[config.mk]
export PLATFORM = sky130hd
export DESIGN_NAME = dmem_bridge
export DESIGN_NICKNAME = d
export VERILOG_FILES = /design/src/rtl/dmem_bridge.sv
export SDC_FILE = /design/constraint.sdc
export NUM_CORES = 1
export LEC_CHECK = 0
export ABC_AREA = 1
export CAP_MARGIN = 25
export CORE_MARGIN = 4
export CORE_UTILIZATION = 39
export DETAILED_ROUTE_END_ITERATION = 10
export HOLD_SLACK_MARGIN = 0.15
export PLACE_DENSITY_LB_ADDON = 0.2
export RECOVER_POWER = 50
export SYNTH_ARGS = -nofsm -noshare
export SYNTH_HDL_FRONTEND = slang
export SYNTH_SLANG_ARGS = --single-unit
[constraint.sdc]
create_clock -name clk -period 1.5 [get_ports clk]
set_clock_uncertainty 0.15 [all_clocks]
set_input_delay 0.15 -clock clk [delete_from_list [all_inputs] [get_ports clk]]
set_output_delay 0.15 -clock clk [all_outputs]
set_load 0.03 [all_outputs]
[src/rtl/dmem_bridge.sv]
`default_nettype none
// +--------------------------------------------------------------------------+
// | Module  : dmem_bridge                                                    |
// | Purpose : Adapts the single-cycle core data port to a multi-cycle        |
// |           req/ack data-memory bus. Stalls the core while an access is    |
// |           outstanding, returns load data and flags misaligned or         |
// |           timed-out accesses.                                            |
// | Ports   : clk, rst          - clock, synchronous active-high reset       |
// |           cpu_adr/wdata     - core byte address / store data             |
// |           cpu_read/write    - core load / store request                  |
// |           cpu_rdata         - registered load data to core               |
// |           cpu_stall         - core hold request                          |
// |           bus_req/we/adr/wdata - registered bus request side             |
// |           bus_rdata/ack     - bus response                               |
// |           err, err_adr      - sticky error flag, first failing address   |
// | Revision: 1.0 - initial release                                          |
// +--------------------------------------------------------------------------+
module dmem_bridge #(
   parameter int          DATA_W   = 32,
   parameter int          TIMEOUT  = 15,
   parameter logic [31:0] ERR_DATA = 32'hDEADBEEF
) (
   input  logic              clk,
   input  logic              rst,
   input  logic [DATA_W-1:0] cpu_adr,
   input  logic [DATA_W-1:0] cpu_wdata,
   input  logic              cpu_read,
   input  logic              cpu_write,
   output logic [DATA_W-1:0] cpu_rdata,
   output logic              cpu_stall,
   output logic              bus_req,
   output logic              bus_we,
   output logic [DATA_W-1:0] bus_adr,
   output logic [DATA_W-1:0] bus_wdata,
   input  logic [DATA_W-1:0] bus_rdata,
   input  logic              bus_ack,
   output logic              err,
   output logic [DATA_W-1:0] err_adr
);

   localparam int                C_CNT_W   = $clog2(TIMEOUT + 1);
   localparam logic [C_CNT_W-1:0] C_TIMEOUT = C_CNT_W'(TIMEOUT);
   localparam logic [DATA_W-1:0]  C_ERR     = DATA_W'(ERR_DATA);

   typedef enum logic [1:0] {
      S_IDLE = 2'd0,
      S_REQ  = 2'd1,
      S_DONE = 2'd2
   } state_t;

   state_t              state_q, state_d;
   logic [C_CNT_W-1:0]  cnt_q, cnt_d;
   logic [DATA_W-1:0]   rdata_q, rdata_d;
   logic                req_q, req_d;
   logic                we_q, we_d;
   logic [DATA_W-1:0]   adr_q, adr_d;
   logic [DATA_W-1:0]   wdata_q, wdata_d;
   logic                err_q, err_d;
   logic [DATA_W-1:0]   err_adr_q, err_adr_d;

   logic w_req;
   logic w_misaligned;
   logic w_load;

   assign w_req        = cpu_read | cpu_write;
   assign w_misaligned = |cpu_adr[1:0];
   // A combined read+write request is treated as a store.
   assign w_load       = cpu_read & ~cpu_write;

   always_ff @(posedge clk) begin
      if (rst) begin
         state_q   <= S_IDLE;
         cnt_q     <= '0;
         rdata_q   <= '0;
         req_q     <= 1'b0;
         we_q      <= 1'b0;
         adr_q     <= '0;
         wdata_q   <= '0;
         err_q     <= 1'b0;
         err_adr_q <= '0;
      end else begin
         state_q   <= state_d;
         cnt_q     <= cnt_d;
         rdata_q   <= rdata_d;
         req_q     <= req_d;
         we_q      <= we_d;
         adr_q     <= adr_d;
         wdata_q   <= wdata_d;
         err_q     <= err_d;
         err_adr_q <= err_adr_d;
      end
   end

   always_comb begin
      state_d   = state_q;
      cnt_d     = cnt_q;
      rdata_d   = rdata_q;
      req_d     = req_q;
      we_d      = we_q;
      adr_d     = adr_q;
      wdata_d   = wdata_q;
      err_d     = err_q;
      err_adr_d = err_adr_q;
      cpu_stall = 1'b0;

      case (state_q)
         S_IDLE: begin
            cpu_stall = w_req & ~rst;
            if (w_req) begin
               if (w_misaligned) begin
                  // Rejected without touching the bus; only the first
                  // failing address is captured.
                  err_d = 1'b1;
                  if (!err_q) err_adr_d = cpu_adr;
                  if (w_load) rdata_d = C_ERR;
                  state_d = S_DONE;
               end else begin
                  adr_d   = cpu_adr;
                  wdata_d = cpu_wdata;
                  we_d    = cpu_write;
                  req_d   = 1'b1;
                  cnt_d   = C_CNT_W'(1);
                  state_d = S_REQ;
               end
            end
         end
         S_REQ: begin
            cpu_stall = ~rst;
            if (bus_ack) begin
               // An ack in the final allowed cycle still wins over timeout.
               if (!we_q) rdata_d = bus_rdata;
               req_d   = 1'b0;
               state_d = S_DONE;
            end else if (cnt_q == C_TIMEOUT) begin
               req_d = 1'b0;
               err_d = 1'b1;
               if (!err_q) err_adr_d = adr_q;
               if (!we_q) rdata_d = C_ERR;
               state_d = S_DONE;
            end else begin
               cnt_d = cnt_q + C_CNT_W'(1);
            end
         end
         S_DONE: begin
            // Core completes the instruction at this edge; no new access here.
            state_d = S_IDLE;
         end
         default: begin
            state_d = S_IDLE;
            req_d   = 1'b0;
         end
      endcase
   end

   assign cpu_rdata = rdata_q;
   assign bus_req   = req_q;
   assign bus_we    = we_q;
   assign bus_adr   = adr_q;
   assign bus_wdata = wdata_q;
   assign err       = err_q;
   assign err_adr   = err_adr_q;

endmodule
`default_nettype wire

# == Word level (Yosys, flattened, before mapping) ==
# Index checks and enable logic that the tools add are counted.
# word_totals
ff_bits,137
inputBits,101
out_inout_bits,132
elab_cells,77
# op_classes
n_addsub,1
eq_ne,14
mux,36
bitwise_logic,7
n_reduce_logical,10
# ops
operator,n
2-to-1 mux 32 bit,13
case mux 32 bit (2 select lines),2
"inequality test 2 bit, second input constant",10
2-to-1 mux 4 bit,4
AND reduction 5 bit,2
2-to-1 mux 1 bit,8
2-to-1 mux 2 bit,4
case mux 4 bit (2 select lines),1
AND reduction 7 bit,1
AND reduction 6 bit,1
"adder 4 x 1 -> 4 bit, second input constant",1
"equality test 4 bit, second input constant",1
inverter 1 bit,4
case mux 1 bit (2 select lines),2
case mux 2 bit (2 select lines),1
AND reduction 4 bit,1
"inequality test 3 bit, second input constant",1
case mux 1 bit (3 select lines),1
AND reduction 3 bit,1
AND 1 bit,2
"equality test 2 x 1 -> 1 bit, second input constant",1
"equality test 2 bit, second input constant",1
logical NOT 2 bit,1
AND reduction 2 bit,1
3 further kinds,3

# == Longest topological paths before layout ==
# logic_depth
ltp_word,6
mapped_depth,10
ltp_nobuf,9

# == Worst setup path before layout ==
# Ideal clock, no wire load.
# synth_timing
path_type,reg-to-reg
from,register cnt_q[0]
to,"register rdata_q[2], in the netlist cpu_rdata[2]"
setup_time_ns,0.113
arrival_ns,1.361
t_required_ns,1.237
path_slack_ns,-0.125
stages_incl_launch_ff,10
path_buffers,1
synth_period_minus_slack_ns,1.625
cell_sequence,dfxtp_1 > ha_1 > nand3_1 > nand3_1 > nand2_1 > nor2_2 > buf_2 > nand2_1 > nand2_1 > nor2_1
# synth_via
elab_chain_len,3
# synth_lines
element,line,source
start: declaration,52,"logic [C_CNT_W-1:0] cnt_q, cnt_d;"
start signal: assignment,83,cnt_q <= cnt_d;
equality test 4 bit,134,end else if (cnt_q == C_TIMEOUT) begin
inequality test 3 bit (no line),--,
AND reduction 6 bit (no line),--,
end signal: assignment,84,rdata_q <= rdata_d;
end: declaration,53,"logic [DATA_W-1:0] rdata_q, rdata_d;"
# No other way between the ends.
# A chain may end at the register's enable or synchronous reset.

# == Final worst setup path ==
# layout_timing
from,register state_q[1]
to,"register err_adr_q[22], in the netlist err_adr[22]"
# layout_via
elab_chain_len,3
elab_cells_between_ends,11
classes_between,7 x eq/ne; 1 x mux; 3 x reduce/logical
# layout_lines
element,line,source
start: declaration,51,"state_t state_q, state_d;"
start signal: assignment,82,state_q <= state_d;
equality test 2 x 1 -> 1 bit or logical NOT 2 bit (tied branches),106,case (state_q)
inequality test 2 bit (no line) or nonzero test 2 bit (tied branches),--,
AND reduction 7 bit (no line),--,
end signal: assignment,90,err_adr_q <= err_adr_d;
end: declaration,59,"logic [DATA_W-1:0] err_adr_q, err_adr_d;"
# Several ways; a longest one is shown, not always the timed one.

==> results.json <==
{
  "setup_viol": 130,
  "nNetsFinal": 1248,
  "drive_above_1_share_pct": 21.0,
  "setup_tns_ps": -14520,
  "grt.total_usage_pct": 22.2,
  "worstHoldPathType": "primary input to flip-flop",
  "cts.sinks": 137,
  "grt_max_degree": 40,
  "drtAntennaViolNets": 0,
  "hp-start": "cpu_wdata[30]",
  "regArea_um2": 2750,
  "area_growth_pct": 80.3,
  "initial_utilization_pct": 40.2,
  "r2r-start": "state_q[1]$_SDFFE_PP0P_",
  "drt_iter0_markers": 326,
  "vias": 6140,
  "antenna_cells": 0,
  "grt_setup_unrepaired": "true",
  "dr.max_layer_used": "met4",
  "rows": 43,
  "antenna_found_initial": 0,
  "hpwl_mm": 11.5,
  "core-area_um2": 14000,
  "insertion_delay_ps": 410,
  "synth_cell_types": 20,
  "crit_start": "state_q[1]$_SDFFE_PP0P_",
  "dr.pass1.iters": 5,
  "wl_met2_mm": 9.39,
  "arrival_ps": 1850,
  "r2r_slack_ps": -200,
  "die_w_um": 128,
  "path_class": "flip-flop to flip-flop",
  "violations": "negative setup slack",
  "hold_violations": 0,
  "worst_pin_slew_ps": 406,
  "clockRootBuffer": "clkbuf_16",
  "met1_length_mm": 7.56,
  "drc_errors": 0,
  "syn_area_um2": 5620,
  "synth.ff_latch_count": 137,
  "synthCells": 838,
  "required_ps": 1650,
  "fin_ws_ps": -201,
  "p_per_area_nw_per_um2": 1170,
  "pin_count": 233,
  "port_buffers": 232,
  "rr_worst_depth": 12,
  "wirelength_mm": 18.9,
  "syn_area_per_cell_um2": 6.71,
  "period_needed_ps": 1700,
  "critPathMaxFanout": 9,
  "drv_slew": 0,
  "die_area_um2": 16400,
  "syn_nets": 940,
  "worstSetupEndpointType": "flip-flop",
  "place_area_um2": 8540,
  "maxCapViolCount": 0,
  "viasPerCell": 4.59,
  "grt-ovfl-total": 0,
  "cp-start-kind": "flip-flop",
  "clockBufferDepth": 2,
  "die_y_um": 128,
  "ir_drop_mv": 0.923,
  "synth-seq-area-share_pct": 48.8,
  "period_share_pct": 113,
  "h-tree-depth": 4,
  "gp_congestion": 0.796,
  "multi_input_area_um2": 2820,
  "dr_wl_met3_mm": 1.53,
  "p_leak_nw": 4.83,
  "clk_pin_slew_ps": 50,
  "slew_headroom_pct": 73.1,
  "worstHoldPathCells": 3,
  "tritoncts": "yes",
  "ys_warn_count": 0,
  "final_area_um2": 10100,
  "drt-wirelength-per-cell_um": 14.2,
  "fmax_mhz": 588,
  "grt_pass1_wl_mm": 29.2,
  "status": "finished with violations",
  "grt_pass1_vias": 5980,
  "numCtsBuffers": 17,
  "fill_cells": 1124
}
[per-stage QoR]
step	hold slack (ps)	power, mW	cells	util (%)	setup slack (ps)
after global routing	155	12.4	1337	72.5	-284
final	176	11.8	1337	72.5	-201
after global placement	299	7.34	1255	61.0	-375
after CTS	150	11.7	1332	70.3	-235
after floorplan	143	6.00	838	-	-7.21
after detailed placement	302	7.38	1255	61.0	-381
[cells in the mapped netlist]
master / count / area share [%]
nand4_1: 1 / 0.11
inv_2: 3 / 0.20
nand2_4: 1 / 0.20
clkbuf_1: 24 / 1.6
a21oi_2: 1 / 0.16
dfxtp_1: 137 / 49
nand3_1: 8 / 0.71
nor4_1: 1 / 0.11
nor2_4: 2 / 0.40
buf_1: 3 / 0.20
nor2_2: 2 / 0.22
nor3_1: 1 / 0.089
o21ai_0: 65 / 5.8
inv_1: 77 / 5.1
ha_1: 1 / 0.22
clkinv_1: 1 / 0.067
buf_2: 20 / 1.8
nor2_1: 166 / 11
a21oi_1: 68 / 6.1
nand2_1: 256 / 17
[flip-flops by register name, summed over array words and instances (netlist names)]
signal / flops
err: 1
cpu_rdata: 32
err_adr: 32
cnt_q: 4
bus_req: 1
bus_we: 1
bus_wdata: 32
bus_adr: 32
state_q: 2
[critical path, stage by stage (launching register included)]
cell	delay, ps
dfxtp_4	370
buf_6	100
inv_4	30
nand2_4	90
nor2_4	40
inv_2	80
nand2_2	60
nor2_4	220
buf_12	160
clkbuf_16	150
nand2_1	50
nand2_1	50
nor2_1	30
[worst paths after layout]
kind / to
hold / removal: bus_wdata[30]$_SDFFE_PP0P_
setup reg to reg: err_adr[22]$_SDFFE_PP0P_
hold reg to reg: bus_adr[23]$_SDFFE_PP0P_
setup / recovery: err_adr[22]$_SDFFE_PP0P_
[cells in the final DEF (no fill, tap or decap), types with 9 or more instances in the layout]
cell type	netlist	final
clkdlybuf4s50_1	0	100
nand2_1	256	186
buf_12	0	22
clkbuf_16	0	21
clkdlybuf4s15_1	0	32
clkbuf_2	0	9
nor2_4	2	9
dfxtp_1	137	133
dlygate4sd3_1	0	24
o21ai_0	65	62
inv_1	77	76
nor2_1	166	131
nand2_2	0	51
nor2_2	2	30
buf_4	0	40
nand2_4	1	20
dlygate4sd2_1	0	85
a21oi_1	68	68
[cell type report]
class | instances | area share [%]
Clock buffer | 22 | 4.58
Multi-Input combinational cell | 573 | 27.8
Clock inverter | 8 | 0.962
Sequential cell | 137 | 27.1
Inverter | 81 | 3.05
Tap cell | 180 | 2.22
Timing Repair Buffer | 336 | 34.3
[power breakdown]
part	switching [mW]	leakage, nW	internal, mW
registers	0.195	1.13	4.02
logic	2.02	3.43	1.58
clock network	1.50	0.280	2.51
total	3.71	4.83	8.11
[kinds of logic after synthesis]
group / synth area share [%]
simple gates: 30.0
buf+inv: 8.99
compound gates: 12.0
fa+ha+maj: 0.222
flops: 48.8
[layer usage]
metal,global-route usage (%),up-vias
met2,38.1,203
met1,25.4,2717
met3,8.29,29
met5,0,-
met4,7.49,0
li1,-,3191
[what timing repair did]
action,in CTS,in global routing
buffers inserted,13,8
gates resized for setup,215,151
pin swaps,8,16
hold buffers,24,0
endpoints found under the hold margin,24,0
setup endpoints to repair,264,180
gates cloned,10,4
Note: power is estimated with default switching activity, not from simulation.
